===== src/rtl/eviction_wb_buffer_if.sv =====
// Bus bundle for the eviction write-back buffer: the cache-side enqueue and
// lookup signals, the memory-side write/response handshake, and status flags.
// The slave modport is the buffer itself; the master modport is its environment.
interface eviction_wb_buffer_if #(
  parameter int width      = 128,
  parameter int addr_width = 16
);
  logic                  evict_write;
  logic [addr_width-1:0] evict_addr;
  logic [width-1:0]      evict_data;
  logic                  evict_ready;
  logic [addr_width-1:0] lookup_addr;
  logic                  lookup_hit;
  logic [width-1:0]      lookup_data;
  logic [addr_width-1:0] mem_addr;
  logic [width-1:0]      mem_wdata;
  logic                  mem_write;
  logic                  mem_resp;
  logic                  empty;
  logic                  full;

  modport slave (
    input  evict_write, evict_addr, evict_data, lookup_addr, mem_resp,
    output evict_ready, lookup_hit, lookup_data, mem_addr, mem_wdata,
           mem_write, empty, full
  );

  modport master (
    output evict_write, evict_addr, evict_data, lookup_addr, mem_resp,
    input  evict_ready, lookup_hit, lookup_data, mem_addr, mem_wdata,
           mem_write, empty, full
  );
endinterface


===== src/rtl/eviction_wb_buffer.sv =====
// Multi-entry write-back buffer for dirty lines evicted from the L1 cache.
// Lines are queued in a circular FIFO and drained to memory one at a time
// through a write/response handshake; a fully associative lookup lets the
// miss path recover a queued line (youngest match wins).
// Optional feature: define EWB_COALESCE_EN to merge an enqueue into an
// already queued entry with the same address instead of allocating a new one
// (not allowed for the head entry while it is being written to memory).
module eviction_wb_buffer #(
  parameter int width      = 128,
  parameter int addr_width = 16,
  parameter int depth      = 4
) (
  input  logic                clk,
  input  logic                reset,
  eviction_wb_buffer_if.slave bus
);

  localparam int ptr_w = $clog2(depth);
  localparam logic [ptr_w:0] count_full = (ptr_w + 1)'(depth);

  typedef enum logic {
    IDLE,
    WRITE
  } state_t;

  state_t                state_q, state_d;
  logic [ptr_w-1:0]      head_q, head_d;
  logic [ptr_w-1:0]      tail_q, tail_d;
  logic [ptr_w:0]        count_q, count_d;
  logic [depth-1:0]      valid_q, valid_d;
  logic [addr_width-1:0] addr_q [depth];
  logic [addr_width-1:0] addr_d [depth];
  logic [width-1:0]      data_q [depth];
  logic [width-1:0]      data_d [depth];
  logic                  mem_write_q, mem_write_d;

  logic                  empty_w;
  logic                  full_w;
  logic                  pop_w;
  logic                  push_w;
  logic                  coalesce_w;
  logic                  co_hit;
  logic [ptr_w-1:0]      co_idx;
  logic                  lk_hit;
  logic [ptr_w-1:0]      lk_idx;
  logic [width-1:0]      lk_data;

  assign empty_w = (count_q == '0);
  assign full_w  = (count_q == count_full);
  assign pop_w   = (state_q == WRITE) && bus.mem_resp;

  assign bus.empty       = empty_w;
  assign bus.full        = full_w;
  assign bus.evict_ready = !full_w;
  assign bus.mem_write   = mem_write_q;
  assign bus.mem_addr    = empty_w ? '0 : addr_q[head_q];
  assign bus.mem_wdata   = empty_w ? '0 : data_q[head_q];
  assign bus.lookup_hit  = lk_hit;
  assign bus.lookup_data = lk_data;

  // Associative lookup walking oldest to youngest so the youngest match wins.
  always_comb begin
    lk_hit  = 1'b0;
    lk_data = '0;
    lk_idx  = '0;
    for (int i = 0; i < depth; i++) begin
      lk_idx = head_q + ptr_w'(i);
      if (valid_q[lk_idx] && (addr_q[lk_idx] == bus.lookup_addr)) begin
        lk_hit  = 1'b1;
        lk_data = data_q[lk_idx];
      end
    end
  end

`ifdef EWB_COALESCE_EN
  // Find a queued entry the enqueue can merge into; the head is off limits while in flight.
  always_comb begin
    co_hit = 1'b0;
    co_idx = '0;
    for (int i = 0; i < depth; i++) begin
      if (valid_q[ptr_w'(i)] && (addr_q[ptr_w'(i)] == bus.evict_addr) &&
          !((state_q == WRITE) && (ptr_w'(i) == head_q))) begin
        co_hit = 1'b1;
        co_idx = ptr_w'(i);
      end
    end
  end

  assign coalesce_w = bus.evict_write && co_hit;
  assign push_w     = bus.evict_write && !co_hit && !full_w;
`else
  assign co_hit     = 1'b0;
  assign co_idx     = '0;
  assign coalesce_w = 1'b0;
  assign push_w     = bus.evict_write && !full_w && !co_hit;
`endif

  // Next-state logic for the FIFO storage and the two-state drain machine.
  always_comb begin
    state_d     = state_q;
    head_d      = head_q;
    tail_d      = tail_q;
    count_d     = count_q;
    valid_d     = valid_q;
    addr_d      = addr_q;
    data_d      = data_q;
    mem_write_d = mem_write_q;

    case (state_q)
      IDLE: begin
        if (!empty_w) begin
          state_d     = WRITE;
          mem_write_d = 1'b1;
        end
      end
      WRITE: begin
        if (bus.mem_resp) begin
          state_d     = IDLE;
          mem_write_d = 1'b0;
        end
      end
      default: begin
        state_d     = IDLE;
        mem_write_d = 1'b0;
      end
    endcase

    if (pop_w) begin
      valid_d[head_q] = 1'b0;
      head_d          = head_q + ptr_w'(1);
    end

    if (push_w) begin
      valid_d[tail_q] = 1'b1;
      addr_d[tail_q]  = bus.evict_addr;
      data_d[tail_q]  = bus.evict_data;
      tail_d          = tail_q + ptr_w'(1);
    end

    if (coalesce_w) begin
      data_d[co_idx] = bus.evict_data;
    end

    if (push_w && !pop_w) begin
      count_d = count_q + (ptr_w + 1)'(1);
    end else if (pop_w && !push_w) begin
      count_d = count_q - (ptr_w + 1)'(1);
    end
  end

  // State registers; reset abandons any in-flight write and invalidates every entry.
  always_ff @(posedge clk or posedge reset) begin
    if (reset) begin
      state_q     <= IDLE;
      head_q      <= '0;
      tail_q      <= '0;
      count_q     <= '0;
      valid_q     <= '0;
      mem_write_q <= 1'b0;
      for (int i = 0; i < depth; i++) begin
        addr_q[i] <= '0;
        data_q[i] <= '0;
      end
    end else begin
      state_q     <= state_d;
      head_q      <= head_d;
      tail_q      <= tail_d;
      count_q     <= count_d;
      valid_q     <= valid_d;
      mem_write_q <= mem_write_d;
      addr_q      <= addr_d;
      data_q      <= data_d;
    end
  end

endmodule


===== src/flat_wrapper.sv =====
// flat-port wrapper written by rule: the top's interface ports become plain ports
module eviction_wb_buffer_flat 
#(
  parameter int width      = 128,
  parameter int addr_width = 16,
  parameter int depth      = 4
)
  (clk, reset, bus_evict_write, bus_evict_addr, bus_evict_data, bus_lookup_addr, bus_mem_resp, bus_evict_ready, bus_lookup_hit, bus_lookup_data, bus_mem_addr, bus_mem_wdata, bus_mem_write, bus_empty, bus_full);
  eviction_wb_buffer_if #(.width(width), .addr_width(addr_width)) bus_i ();
  input  logic clk;
  input  logic reset;
  input wire logic [$bits(bus_i.evict_write)-1:0] bus_evict_write;
  input wire logic [$bits(bus_i.evict_addr)-1:0] bus_evict_addr;
  input wire logic [$bits(bus_i.evict_data)-1:0] bus_evict_data;
  input wire logic [$bits(bus_i.lookup_addr)-1:0] bus_lookup_addr;
  input wire logic [$bits(bus_i.mem_resp)-1:0] bus_mem_resp;
  output wire logic [$bits(bus_i.evict_ready)-1:0] bus_evict_ready;
  output wire logic [$bits(bus_i.lookup_hit)-1:0] bus_lookup_hit;
  output wire logic [$bits(bus_i.lookup_data)-1:0] bus_lookup_data;
  output wire logic [$bits(bus_i.mem_addr)-1:0] bus_mem_addr;
  output wire logic [$bits(bus_i.mem_wdata)-1:0] bus_mem_wdata;
  output wire logic [$bits(bus_i.mem_write)-1:0] bus_mem_write;
  output wire logic [$bits(bus_i.empty)-1:0] bus_empty;
  output wire logic [$bits(bus_i.full)-1:0] bus_full;
  assign bus_i.evict_write = bus_evict_write;
  assign bus_i.evict_addr = bus_evict_addr;
  assign bus_i.evict_data = bus_evict_data;
  assign bus_i.lookup_addr = bus_lookup_addr;
  assign bus_i.mem_resp = bus_mem_resp;
  assign bus_evict_ready = bus_i.evict_ready;
  assign bus_lookup_hit = bus_i.lookup_hit;
  assign bus_lookup_data = bus_i.lookup_data;
  assign bus_mem_addr = bus_i.mem_addr;
  assign bus_mem_wdata = bus_i.mem_wdata;
  assign bus_mem_write = bus_i.mem_write;
  assign bus_empty = bus_i.empty;
  assign bus_full = bus_i.full;
  eviction_wb_buffer #(.width(width), .addr_width(addr_width), .depth(depth)) u_core (.clk(clk), .reset(reset), .bus(bus_i));
endmodule

===== config.mk =====
export PLATFORM = sky130hd
export DESIGN_NAME = eviction_wb_buffer_flat
export DESIGN_NICKNAME = d
export VERILOG_FILES = /design/src/rtl/eviction_wb_buffer_if.sv /design/src/rtl/eviction_wb_buffer.sv /design/src/flat_wrapper.sv
export SDC_FILE = /design/constraint.sdc
export NUM_CORES = 2
export LEC_CHECK = 0
export CAP_MARGIN = 20
export CORE_AREA = 2 2 356 358
export CTS_CLUSTER_SIZE = 30
export DETAILED_ROUTE_END_ITERATION = 10
export DIE_AREA = 0 0 358 360
export GPL_TIMING_DRIVEN = 0
export HOLD_SLACK_MARGIN = 0.15
export PLACE_DENSITY_LB_ADDON = 0.15
export SLEW_MARGIN = 20
export SYNTH_ARGS = -nofsm -noshare
export SYNTH_HDL_FRONTEND = slang
export SYNTH_SLANG_ARGS = --single-unit

===== constraint.sdc =====
create_clock -name clk -period 17.6 [get_ports clk]
set_clock_uncertainty 0.1 [all_clocks]
set_input_delay 1.76 -clock clk [delete_from_list [all_inputs] [get_ports clk]]
set_output_delay 1.76 -clock clk [all_outputs]
set_load 0.1 [all_outputs]

=== Word level (Yosys, flattened, before mapping) ===
Index checks and enable logic that the tools add are counted.

* Input bits: 164
* Register bits: 589
* Output and inout bits: 277

* Mux-type cells: 62
* Reduce and logical (&&, ||, !) cells: 17
* Equality and inequality tests: 7
* Add/sub/neg operators: 6
* Bitwise gates (word level): 9
* Order comparisons: 13

{| class="wikitable"
|+ Operator list
! operator !! number
|-
| 2-to-1 mux 128 bit || 14
|-
| binary-select mux 128 bit (select 2 bit) || 4
|-
| bitwise mux 512 bit || 1
|-
| demux 128 bit (select 2 bit) || 1
|-
| 2-to-1 mux 16 bit || 10
|-
| binary-select mux 16 bit (select 2 bit) || 4
|-
| bitwise mux 64 bit || 1
|-
| equality test 16 bit || 4
|-
| demux 16 bit (select 2 bit) || 1
|-
| greater-or-equal comparator 3 bit (second input constant) || 5
|-
| < comparator 2 x 3 -> 1 bit (second input constant) || 5
|-
| inverter 2 -> 3 bit || 5
|-
| 2-to-1 mux 1 bit || 14
|-
| logical AND 1 bit || 11
|-
| binary-select mux 1 bit (select 2 bit) || 4
|-
| 2-to-1 mux 4 bit || 2
|-
| 2-to-1 mux 3 bit || 2
|-
| adder 2 x 1 -> 2 bit (second input constant) || 2
|-
| adder 2 bit (second input constant) || 2
|-
| bitwise AND 4 bit || 1
|-
| demux 1 bit (select 2 bit) || 2
|-
| greater-or-equal comparator 2 x 1 -> 1 bit (second input constant) || 2
|-
| inequality test 2 bit (second input constant) || 2
|-
| inverter 4 bit || 1
|-
| other kinds (11) || 14
|}

=== Longest topological paths before layout ===
* Depth after elaboration: 10
* Depth in mapped cells: 16
* Gate-level depth less buffers: 9

=== Worst setup path before layout ===
No wires, ideal clock.

* Kind: input to output
* From: input port bus_lookup_addr[7]
* To: output port bus_lookup_data[107]
* Path buffers: 3
* Path slack: 10.512 ns
* Cell stages on the path: 10
* Required time: 15.740 ns
* Arrival time: 5.228 ns
* Path through: clkbuf_1 inv_1 a221oi_1 o21ai_1 or4_1 nor2_1 clkbuf_1 buf_2 a221oi_2 o22ai_1

* Longest elaborated chain between the ends: 6
* Elaborated cells between the ends (all ways): 12

{| class="wikitable"
|+ RTL lines
! what !! RTL line !! source
|-
| start, declared || flat_wrapper.sv:15 || <nowiki>input wire logic [$bits(bus_i.lookup_addr)-1:0] bus_lookup_addr;</nowiki>
|-
| equality test 16 bit || eviction_wb_buffer.sv:68 || <nowiki>if (valid_q[lk_idx] && (addr_q[lk_idx] == bus.lookup_addr)) begin</nowiki>
|-
| logical AND 1 bit || eviction_wb_buffer.sv:68 ||
|-
| 2-to-1 mux 128 bit (3 in series) || eviction_wb_buffer.sv:68 ||
|-
| 2-to-1 mux 128 bit * || eviction_wb_buffer.sv:68 ||
|-
| end, declared || flat_wrapper.sv:19 || <nowiki>output wire logic [$bits(bus_i.lookup_data)-1:0] bus_lookup_data;</nowiki>
|}

Every way passes the cells marked *; elsewhere a longest branch is shown, timed or not.

=== Worst setup path after layout ===
* From: register u_core.head_q[1]
* To: output port bus_lookup_data[25]

* Longest elaborated chain between the ends: 10
* Elaborated cells between the ends (all ways): 51

{| class="wikitable"
|+ RTL lines
! what !! RTL line !! source
|-
| start, declared || eviction_wb_buffer.sv:27 || <nowiki>logic [ptr_w-1:0] head_q, head_d;</nowiki>
|-
| start signal, assigned || eviction_wb_buffer.sv:155 || <nowiki>head_q <= '0;</nowiki>
|-
| start signal, assigned || eviction_wb_buffer.sv:166 || <nowiki>head_q <= head_d;</nowiki>
|-
| adder 2 x 1 -> 2 bit / inverter 2 -> 3 bit (equally long branches) || eviction_wb_buffer.sv:67, eviction_wb_buffer.sv:68, eviction_wb_buffer.sv:70 ||
|-
| inverter 2 -> 3 bit (not written as such) / binary-select mux 16 bit (select 2 bit) (equally long branches) || eviction_wb_buffer.sv:68, eviction_wb_buffer.sv:70 ||
|-
| binary-select mux 16 bit (select 2 bit) / 2-to-1 mux 16 bit (equally long branches) || eviction_wb_buffer.sv:68 ||
|-
| 2-to-1 mux 16 bit (not written as such) || eviction_wb_buffer.sv:68 ||
|-
| 2-to-1 mux 16 bit (not written as such) / equality test 16 bit (equally long branches) || eviction_wb_buffer.sv:68 ||
|-
| equality test 16 bit / logical AND 1 bit (equally long branches) || eviction_wb_buffer.sv:68 ||
|-
| logical AND 1 bit / 2-to-1 mux 128 bit (equally long branches) || eviction_wb_buffer.sv:68 ||
|-
| 2-to-1 mux 128 bit (2 in series) || eviction_wb_buffer.sv:68 ||
|-
| 2-to-1 mux 128 bit * || eviction_wb_buffer.sv:68 ||
|}

Every way passes the cells marked *; elsewhere a longest branch is shown, timed or not. The select of a mux whose other input is x is not followed.

==> results.yml <==
worst_hold_path:
  holdPathStages: 1
  min_from: "u_core.count_q[2]"
  hp-class: "flop to flop"
placement:
  place_congestion: 0.857
  dp_hpwl_um: 116000
  port_buffers: 432
global_route:
  grt.total_usage_pct: 25.4
  grt_max_degree: 34
  grt_first_pass_wirelength_um: 240000
  antenna_found_initial: 24
  overflow: 0
  grt_pass1_vias: 33300
routing:
  vias: 33400
  avgViaCountPerCell: 6.00
  drtAntennaViolNets: 0
  routed_wirelength_um: 165000
  drt_iter0_drc: 2656
  wire_per_inst_um: 29.7
  drtPass1Iterations: 8
  drc: 0
die:
  std_cell_rows: 130
  dieArea_um2: 129000
  coreArea_um2: 125000
  die_x_um: 358
  start_util_pct: 34.9
  ios: 441
  die_y_um: 360
worst_setup_path:
  r2r_slack_ns: 12.63
  cp_max_fo: 10
  r2r_cells: 11
  setup.worst_path.start: "u_core.head_q[1]"
  worst_setup_path_start_kind: "flop"
  endpoint: "bus_lookup_data[25]"
  r2r_start: "u_core.head_q[1]"
  cp.required_ns: 15.74
  critPathKind: "flop to output port"
  cp-end-kind: "output port"
  reg2reg_to: "u_core.head_q[1]"
  arrival_ns: 7.75
logic_synthesis:
  synth_top_family_by_area: "multiplexers"
  async_reset_ff_share_pct: 100
  synth_xor_area_share_pct: 1.47
  syn_inst: 3311
  syn-num-nets: 3485
  synthTopCellsByArea: "dfrtp_1 34%, mux4_2 30%, mux2_2 15%"
  avgSynthCellArea_um2: 13.2
  synth_top_area_share_pct: 33.8
  synth_area_um2: 43500
  synth_compound_area_share_pct: 7.68
  synth_edf_count: 0
  yosysTopAreaCell: "dfrtp_1"
  synth_flop_cell: "dfrtp_1"
  yosys_register_bits: 589
  yosysWarnings: 0
  synthAdderAreaFrac_pct: 0.305
  synth_cell_types: 41
  yosysSeqAreaShare_pct: 33.8
  synthMuxAreaShare_pct: 44.9
  yosys.area_share.simple_pct: 6.78
clocking:
  postCtsResizedCells: 0
  root_buffer: "clkbuf_16"
  cts_setup_buffers: 0
  cts_buffer_depth: 3
  cts_tree: "built"
  hold_buffers: 0
  clock_latency_ns: 0.66
  clkTransAtPathRegs_ns: 0.06
  h-tree-depth: 3
  numCtsBuffers: 80
  cts.sinks: 589
timing:
  relSlewSlack_pct: 21.6
  worstMarginPinSlew_ns: 1.17
  fmax_mhz: 104
  slew_violations: 0
  tns_ns: 0
  period_share_pct: 54.6
  period_needed_ns: 9.61
  hold_violations: 0
  rsz0062_at_grt: "no"
  setup_viol: 0
status:
  status: "completed"
cells_and_area:
  final_nets: 4026
  final_layout_size_suffix_gt1_share_pct: 39.6
  fin_util_pct: 42.6
  area_delta_synth_final_pct: 22.1
flow_run:
  drv_cap: 0
area by class of cell:
class,count,area (um2)
sequential,589,14700
clock inverter,29,367
inverter,138,522
fill,11800,71700
tap,1650,2060
antenna,7,17.5
multi-input combinational,2228,26600
buffer,356,1700
timing repair buffer,459,4850
clock buffer,109,2290
cell usage after synthesis (34+ instances only):
master    number
mux2_2       580
mux4_2       573
nor2_1       134
o21ai_0      130
nor2b_1      144
a221oi_2     111
nand2_1      148
buf_1         34
clkbuf_1     218
o22ai_1      128
dfrtp_1      589
and3_1       129
buf_2         86
xnor2_1       57
inv_1        138
per-stage QoR:
stage | area [um2] | hold slack, ns | cells | setup WS [ns]
6_report | 53200 | 0.424 | 5565 | 7.99
5_1_grt | 53200 | 0.441 | 5562 | 7.80
4_1_cts | 53200 | 0.427 | 5558 | 7.91
3_5_place_dp | 50500 | 0.419 | 5420 | 8.62
3_3_place_gp | 49900 | 0.391 | 5393 | 3.12
2_1_floorplan | 43600 | 0.364 | 3311 | 7.71
critical path, stage by stage (launching register included):
cell and delay (ns):
dfrtp_1 0.38, buf_2 0.20, clkbuf_1 0.63, inv_1 0.24, ha_1 0.36, buf_6 0.17
buf_2 0.32, buf_2 0.38, mux4_2 0.37, xnor2_1 0.18, nand4_1 0.18, nor4_1 0.46
nand3_1 0.44, clkbuf_2 0.55, clkbuf_1 0.39, o22ai_1 0.59, clkdlybuf4s50_1 1.26
sequential cells by signal, summed over array words and instances (netlist names):
register / cells
u_core.addr_q: 64
u_core.bus.mem_write: 1
u_core.count_q: 3
u_core.data_q: 512
u_core.head_q: 2
u_core.state_q: 1
u_core.tail_q: 2
u_core.valid_q: 4
cells in the final DEF, fill, tap and decap left out, types with 12 or more instances in the layout:
| cell type | n |
|---|---|
| xor2_1 | 16 |
| clkbuf_16 | 83 |
| clkbuf_8 | 12 |
| nor2_1 | 134 |
| clkdlybuf4s50_1 | 424 |
| buf_2 | 95 |
| mux2_2 | 580 |
| buf_12 | 32 |
| clkbuf_1 | 218 |
| inv_1 | 137 |
| and3_1 | 129 |
| a221oi_1 | 19 |
| nor2b_1 | 144 |
| o22ai_1 | 128 |
| mux4_2 | 573 |
| a221oi_2 | 111 |
| clkbuf_2 | 16 |
| xnor2_1 | 57 |
| o21ai_0 | 130 |
| buf_1 | 31 |
| clkinv_2 | 14 |
| dfrtp_1 | 589 |
| nand2_1 | 148 |
cell families (layout without fill, tap and decap cells):
| family | Yosys count | after routing |
|---|---|---|
| muxes | 1164 | 1164 |
| xor gates and xnor gates | 73 | 73 |
| AOI/OAI and AO/OA | 396 | 396 |
| adders and majority gates | 10 | 10 |
| other | 0 | 7 |
| and+or+nand+nor | 585 | 585 |
| DFF | 589 | 589 |
| buffers and inverters | 494 | 1091 |
how the worst min path moves through the flow:
stage and to:
2_1_floorplan u_core.count_q[2], 3_3_place_gp u_core.count_q[2], 3_5_place_dp u_core.count_q[2], 4_1_cts u_core.count_q[2], 5_1_grt u_core.count_q[2], 6_report u_core.count_q[2]
layer usage:
metal | GRT usage [%] | vias up | routed length (um)
met5 | 0 | - | 199
met4 | 9.33 | 28 | 6010
met3 | 6.50 | 277 | 13900
met2 | 39.7 | 1500 | 77300
met1 | 34.0 | 17500 | 67600
li1 | - | 14100 | -
Power is not shown: default switching activity piles up to over one toggle a cycle in this logic, so the estimate is an artifact.
